**config.mk**
```make
export PLATFORM = sky130hd
export DESIGN_NAME = fifo_rd_serializer
export DESIGN_NICKNAME = d
export VERILOG_FILES = /design/src/rtl/fifo_rd_serializer.sv
export SDC_FILE = /design/constraint.sdc
export NUM_CORES = 1
export LEC_CHECK = 0
export CORE_MARGIN = 4
export CORE_UTILIZATION = 51
export CTS_CLUSTER_SIZE = 40
export DETAILED_ROUTE_END_ITERATION = 8
export PLACE_DENSITY = 0.74
export SLEW_MARGIN = 30
export SYNTH_ARGS = -nofsm -noshare
export SYNTH_HDL_FRONTEND = slang
export SYNTH_SLANG_ARGS = --single-unit
```
**constraint.sdc**
```tcl
create_clock -name clk -period 2.05 [get_ports clk]
set_input_delay 0.3075 -clock clk [delete_from_list [all_inputs] [get_ports clk]]
set_output_delay 0.3075 -clock clk [all_outputs]
set_load 0.05 [all_outputs]
```
**src/rtl/fifo_rd_serializer.sv**
```systemverilog
// -----------------------------------------------------------------------------
// fifo_rd_serializer
//
// Read-side consumer for the dual-clock FIFO wrapper (clk_out domain). Pulls
// words from the wrapper with a ready/valid pair whose valid answers one cycle
// after ready, parks them in a 2-entry skid buffer, and sends each word as an
// asynchronous serial frame: start bit (0), DATA_W data bits LSB first,
// optional even-parity bit, stop bit (1). Every bit is held BIT_CYC cycles.
//
// Handshake: b_rdy high in cycle N grants the wrapper permission to present
// exactly one word with data_in_vld in cycle N+1. A word is accepted on the
// rising edge where data_in_vld is high and the buffer has room. Nothing else
// qualifies the transfer, and there is no back-pressure on the valid side.
//
// Parameters
//   DATA_W   word width (must match the FIFO wrapper)
//   BIT_CYC  clock cycles per serial bit (>= 2)
//
// Ports
//   clk          read-side clock, rising edge
//   rst_n        asynchronous active-low reset
//   data_in      word from the wrapper's data_out
//   data_in_vld  word valid from the wrapper's data_out_vld
//   b_rdy        ready to the wrapper (decoded from flops only)
//   tx_bit       serial line, idles high
//   tx_busy      high while a frame is on the line
//   ovf_err      sticky overflow flag, cleared only by reset
//
// Build option
//   FIFO_SER_PARITY_EN  when defined, a PAR bit-time carrying the XOR of all
//                       data bits sits between the last data bit and STOP.
// -----------------------------------------------------------------------------
module fifo_rd_serializer #(
    parameter int DATA_W  = 10,
    parameter int BIT_CYC = 4
) (
    input  logic              clk,
    input  logic              rst_n,
    input  logic [DATA_W-1:0] data_in,
    input  logic              data_in_vld,
    output logic              b_rdy,
    output logic              tx_bit,
    output logic              tx_busy,
    output logic              ovf_err
);

    localparam int CYC_W  = (BIT_CYC > 1) ? $clog2(BIT_CYC) : 1;
    localparam int BCNT_W = (DATA_W > 1) ? $clog2(DATA_W) : 1;

    typedef enum logic [2:0] {
        S_IDLE,
        S_START,
        S_DATA,
`ifdef FIFO_SER_PARITY_EN
        S_PAR,
`endif
        S_STOP
    } state_t;

    // ---------------------------------------------------------------- buffer
    logic [DATA_W-1:0] mem [2];
    logic              rd_ptr;
    logic              wr_ptr;
    logic [1:0]        cnt;
    logic              pend;
    logic              pop;
    logic              push;
    logic              ovf;
    logic [DATA_W-1:0] head;

    // pend remembers last cycle's grant: a word may land this cycle. With one
    // word buffered and one possibly in flight, the buffer is already spoken
    // for. A pop in the current cycle deliberately earns no credit, which
    // keeps b_rdy a pure flop decode.
    assign b_rdy = (cnt == 2'd0) | ((cnt == 2'd1) & ~pend);

    assign head = mem[rd_ptr];
    assign push = data_in_vld & ((cnt != 2'd2) | pop);
    assign ovf  = data_in_vld & (cnt == 2'd2) & ~pop;

    always_ff @(posedge clk) begin
        if (push) begin
            mem[wr_ptr] <= data_in;
        end
    end

    always_ff @(posedge clk or negedge rst_n) begin
        if (!rst_n) begin
            rd_ptr  <= 1'b0;
            wr_ptr  <= 1'b0;
            cnt     <= 2'd0;
            pend    <= 1'b0;
            ovf_err <= 1'b0;
        end else begin
            pend <= b_rdy;
            if (push) begin
                wr_ptr <= ~wr_ptr;
            end
            if (pop) begin
                rd_ptr <= ~rd_ptr;
            end
            case ({push, pop})
                2'b10:   cnt <= cnt + 2'd1;
                2'b01:   cnt <= cnt - 2'd1;
                default: cnt <= cnt;
            endcase
            if (ovf) begin
                ovf_err <= 1'b1;
            end
        end
    end

    // ------------------------------------------------------------ serializer
    state_t            state, state_nx;
    logic [CYC_W-1:0]  cyc, cyc_nx;
    logic [BCNT_W-1:0] bitcnt, bitcnt_nx;
    logic [DATA_W-1:0] sh, sh_nx;
    logic              tx_nx;
    logic              last_cyc;
`ifdef FIFO_SER_PARITY_EN
    logic              par, par_nx;
`endif

    assign last_cyc = (cyc == CYC_W'(BIT_CYC - 1));
    assign tx_busy  = (state != S_IDLE);

    always_ff @(posedge clk or negedge rst_n) begin
        if (!rst_n) begin
            state  <= S_IDLE;
            cyc    <= '0;
            bitcnt <= '0;
            sh     <= '0;
            tx_bit <= 1'b1;
`ifdef FIFO_SER_PARITY_EN
            par    <= 1'b0;
`endif
        end else begin
            state  <= state_nx;
            cyc    <= cyc_nx;
            bitcnt <= bitcnt_nx;
            sh     <= sh_nx;
            tx_bit <= tx_nx;
`ifdef FIFO_SER_PARITY_EN
            par    <= par_nx;
`endif
        end
    end

    // tx_bit is registered: each branch loads the value of the bit that starts
    // on this edge, so the line never glitches between bit times.
    always_comb begin
        state_nx  = state;
        cyc_nx    = last_cyc ? '0 : cyc + CYC_W'(1);
        bitcnt_nx = bitcnt;
        sh_nx     = sh;
        tx_nx     = tx_bit;
        pop       = 1'b0;
`ifdef FIFO_SER_PARITY_EN
        par_nx    = par;
`endif
        case (state)
            S_IDLE: begin
                cyc_nx = '0;
                tx_nx  = 1'b1;
                if (cnt != 2'd0) begin
                    pop      = 1'b1;
                    sh_nx    = head;
                    tx_nx    = 1'b0;
                    state_nx = S_START;
`ifdef FIFO_SER_PARITY_EN
                    par_nx   = ^head;
`endif
                end
            end
            S_START: begin
                if (last_cyc) begin
                    bitcnt_nx = '0;
                    tx_nx     = sh[0];
                    state_nx  = S_DATA;
                end
            end
            S_DATA: begin
                if (last_cyc) begin
                    if (bitcnt == BCNT_W'(DATA_W - 1)) begin
`ifdef FIFO_SER_PARITY_EN
                        tx_nx    = par;
                        state_nx = S_PAR;
`else
                        tx_nx    = 1'b1;
                        state_nx = S_STOP;
`endif
                    end else begin
                        sh_nx     = sh >> 1;
                        tx_nx     = sh_nx[0];
                        bitcnt_nx = bitcnt + BCNT_W'(1);
                    end
                end
            end
`ifdef FIFO_SER_PARITY_EN
            S_PAR: begin
                if (last_cyc) begin
                    tx_nx    = 1'b1;
                    state_nx = S_STOP;
                end
            end
`endif
            S_STOP: begin
                if (last_cyc) begin
                    // Chain straight into the next start bit when a word waits.
                    if (cnt != 2'd0) begin
                        pop      = 1'b1;
                        sh_nx    = head;
                        tx_nx    = 1'b0;
                        state_nx = S_START;
`ifdef FIFO_SER_PARITY_EN
                        par_nx   = ^head;
`endif
                    end else begin
                        tx_nx    = 1'b1;
                        state_nx = S_IDLE;
                    end
                end
            end
            default: begin
                tx_nx    = 1'b1;
                state_nx = S_IDLE;
            end
        endcase
    end

endmodule

```
==> run summary <==
Clock skew: 0.00429 ns
Crit end category: flop
RSZ-0062 raised after global routing: true
Design Area, Final: 2420 um2
CTS HTree Levels: 2
Worst hold margin: 0.369 ns
Clk network pwr share: 16.1%
Antenna-violating nets left: 0
Status: finished, final reports clean
Routed vias: 1242
Post-synth ARST share: 55.6%
Critical Path RT: 2.28 ns
Final hold vios: 0
CP Class: reg -> reg
Net Sw Power: 1.37 mW
Total negative setup slack: 0 ns
Final Slew Violations: 0
PD cells: 1620 nW/um2
Share of post-route cells with drive strength above 1: 16.2%
Post-CTS Setup Inserts: 0
Clock net sink count: 45
Post-place instance area: 2310 um2
TritonCTS buffer count: 5
First-pass GRT wire length: 5660 um
Ranking of synthesized cells by area: dfrtp_1 (29%), edfxtp_1 (29%), ha_1 (6.1%), mux2_2 (5.5%), mux2i_1 (5.4%)
Ports: 17
Tcrit/Tclk final: 95.8%
Worst hold path type: in -> async
Post-synthesis sequential area ratio: 60.0%
Final setup viols: 0
Core Rows: 22
Remaining global-route overflow: 0
Mapped Area: 2050 um2
MaxCap Viol Count: 0
GPL Wtd Cong: 0.764
PostCTS Resize Cnt: 0
DRT Pass-1 Iters: 4
Width of the die: 71.3 um
Yosys reg bits: 45
Synthesized Nets: 182
Root buf cell: clkbuf_8
Final HPWL DP: 2320 um
Vias in the first global route: 1261
F_max: 509 MHz
Crit path DAT: 2.19 ns
Longest Clk Path Bufs: 2
R2R Setup Slk: 0.09 ns
Most common cell after layout, fill and taps aside: dfrtp_1
Drt via density: 5.33
Syn avg cell area: 12.9 um2
Share of the synthesized area in the top cell type: 29.4%
Pint: 2.54 mW
Drc violations: 0
Initial antenna violation count: 0
Switching share of total power: 34.9%
Post-Syn Instances: 159
Post-synth EDFFs: 20
IO buf count: 16
Gate power share: 44.6%
ANT cells: 0
VDD IR max: 675 uV
Wire per inst: 13.5 um
Leading area contributor after synthesis: dfrtp_1
Clock slew at reported path FFs: 0.08 ns
Static leakage: 0.997 nW
Normalized max-slew margin: 60.3%
Top_reg_cell synth: dfrtp_1
Crit-path max FO: 4
CTS tree: done
Clk_lat worst skew: 0.28 ns
Startpoint type of the worst setup path: flop
Die height: 71.3 um
Core area: 3770 um2
Full die area: 5090 um2
Least-Margin Pin Slew: 0.591 ns
Netlist cell types: 40
Area Overhead vs Synth: 18.2%
Initial detailed-routing violation count: 44
Total Wirelength: 3140 um
Starting Density: 54.2%
GR Util All Layers: 14.0%
Reg power frac: 39.2%
NumNets Final: 207
Largest net degree at the start of global routing: 26
Most frequent cells in the layout: dfrtp_1 (24), edfxtp_1 (20), nand2_1 (15), o21ai_0 (15), clkdlybuf4s50_1 (14)
Synth warnings: 0
Fin crit period: 1.96 ns
==> cells in the mapped netlist (2+ instances only) <==
master    count
a21oi_1       2
a22o_1        3
clkbuf_1      2
dfrtp_1      24
edfxtp_1     20
ha_1         10
inv_1         9
mux2_2       10
mux2i_1      11
nand2_1      15
nand2b_1      2
nor2_1        6
nor3_1        3
o21ai_0      15
xnor2_1       2
==> worst paths after layout <==
kind | from | cells after the start | end
worst max-delay path | state[0] | 5 | cnt[1]
worst min-delay path | rst_n | 2 | pend
worst max register to register | state[0] | 5 | cnt[1]
worst min register to register | cyc[0] | 1 | cyc[0]
max in group asynchronous | rst_n | 2 | tx_bit
min in group clk | cyc[0] | 1 | cyc[0]
==> critical path, stage by stage, from the launching register on <==
cell and delay, ns:
dfrtp_1 0.39, inv_1 0.09, ha_1 0.34, nor3_1 0.51
mux2i_1 0.35, o221a_2 0.23
==> through the flow <==
step	util [%]	worst slack [ns]	total power, mW	std cells
floorplan	-	0.00465	2.83	159
global placement	61.3	0.168	3.22	225
detailed placement	61.3	0.106	3.31	225
CTS	64.1	0.0877	3.94	233
global route	64.1	-0.0602	4.24	233
finish	64.1	0.0853	3.91	233
==> flip-flops by register name (all words and copies together), names as in the netlist <==
name	flops
bitcnt	4
wr_ptr	1
mem	20
rd_ptr	1
cnt	2
state	2
ovf_err	1
sh	10
cyc	2
pend	1
tx_bit	1
==> power by group through the flow <==
stage / clock (mW) / sequential [mW] / combinational (mW)
global route: 0.697 / 1.58 / 1.96
floorplan: 0 / 1.50 / 1.33
finish: 0.631 / 1.53 / 1.74
detailed placement: 0 / 1.56 / 1.76
CTS: 0.642 / 1.54 / 1.76
global placement: 0 / 1.53 / 1.69
==> layer usage <==
metal | global-route usage (%) | wire length, um | up-vias
met5 | 0 | 0 | -
met4 | 6.68 | 44 | 0
met3 | 3.23 | 110 | 4
met2 | 23.6 | 1550 | 21
met1 | 17.0 | 1430 | 602
li1 | - | - | 615
==> repair_timing <==
item                                    CTS  global route
hold buffers                              0             0
endpoints found under the hold margin     0             0
endpoints found under the setup margin    0            14
==> layout make-up <==
class / count / area (um2)
multi-input cells: 101 / 764
flip-flops and latches: 45 / 1230
fillers: 283 / 1350
clock inverters: 2 / 33.8
repair buffers: 22 / 225
well taps: 48 / 60.1
clock buffers: 6 / 72.6
inverters: 9 / 33.8
==> kinds of logic (layout without fill, tap and decap cells) <==
kind of cell               after synthesis  count (layout)  synth area share, %
muxes                                   22              22                 11.4
buffers and inverters                   13              39                 2.63
DFF                                     45              45                 60.0
AOI/OAI and AO/OA                       30              30                 9.85
and+or+nand+nor                         36              36                 8.69
adders and majority gates               10              10                 6.12
xor gates and xnor gates                 3               3                 1.28
Note: power is estimated with default switching activity, not from simulation.
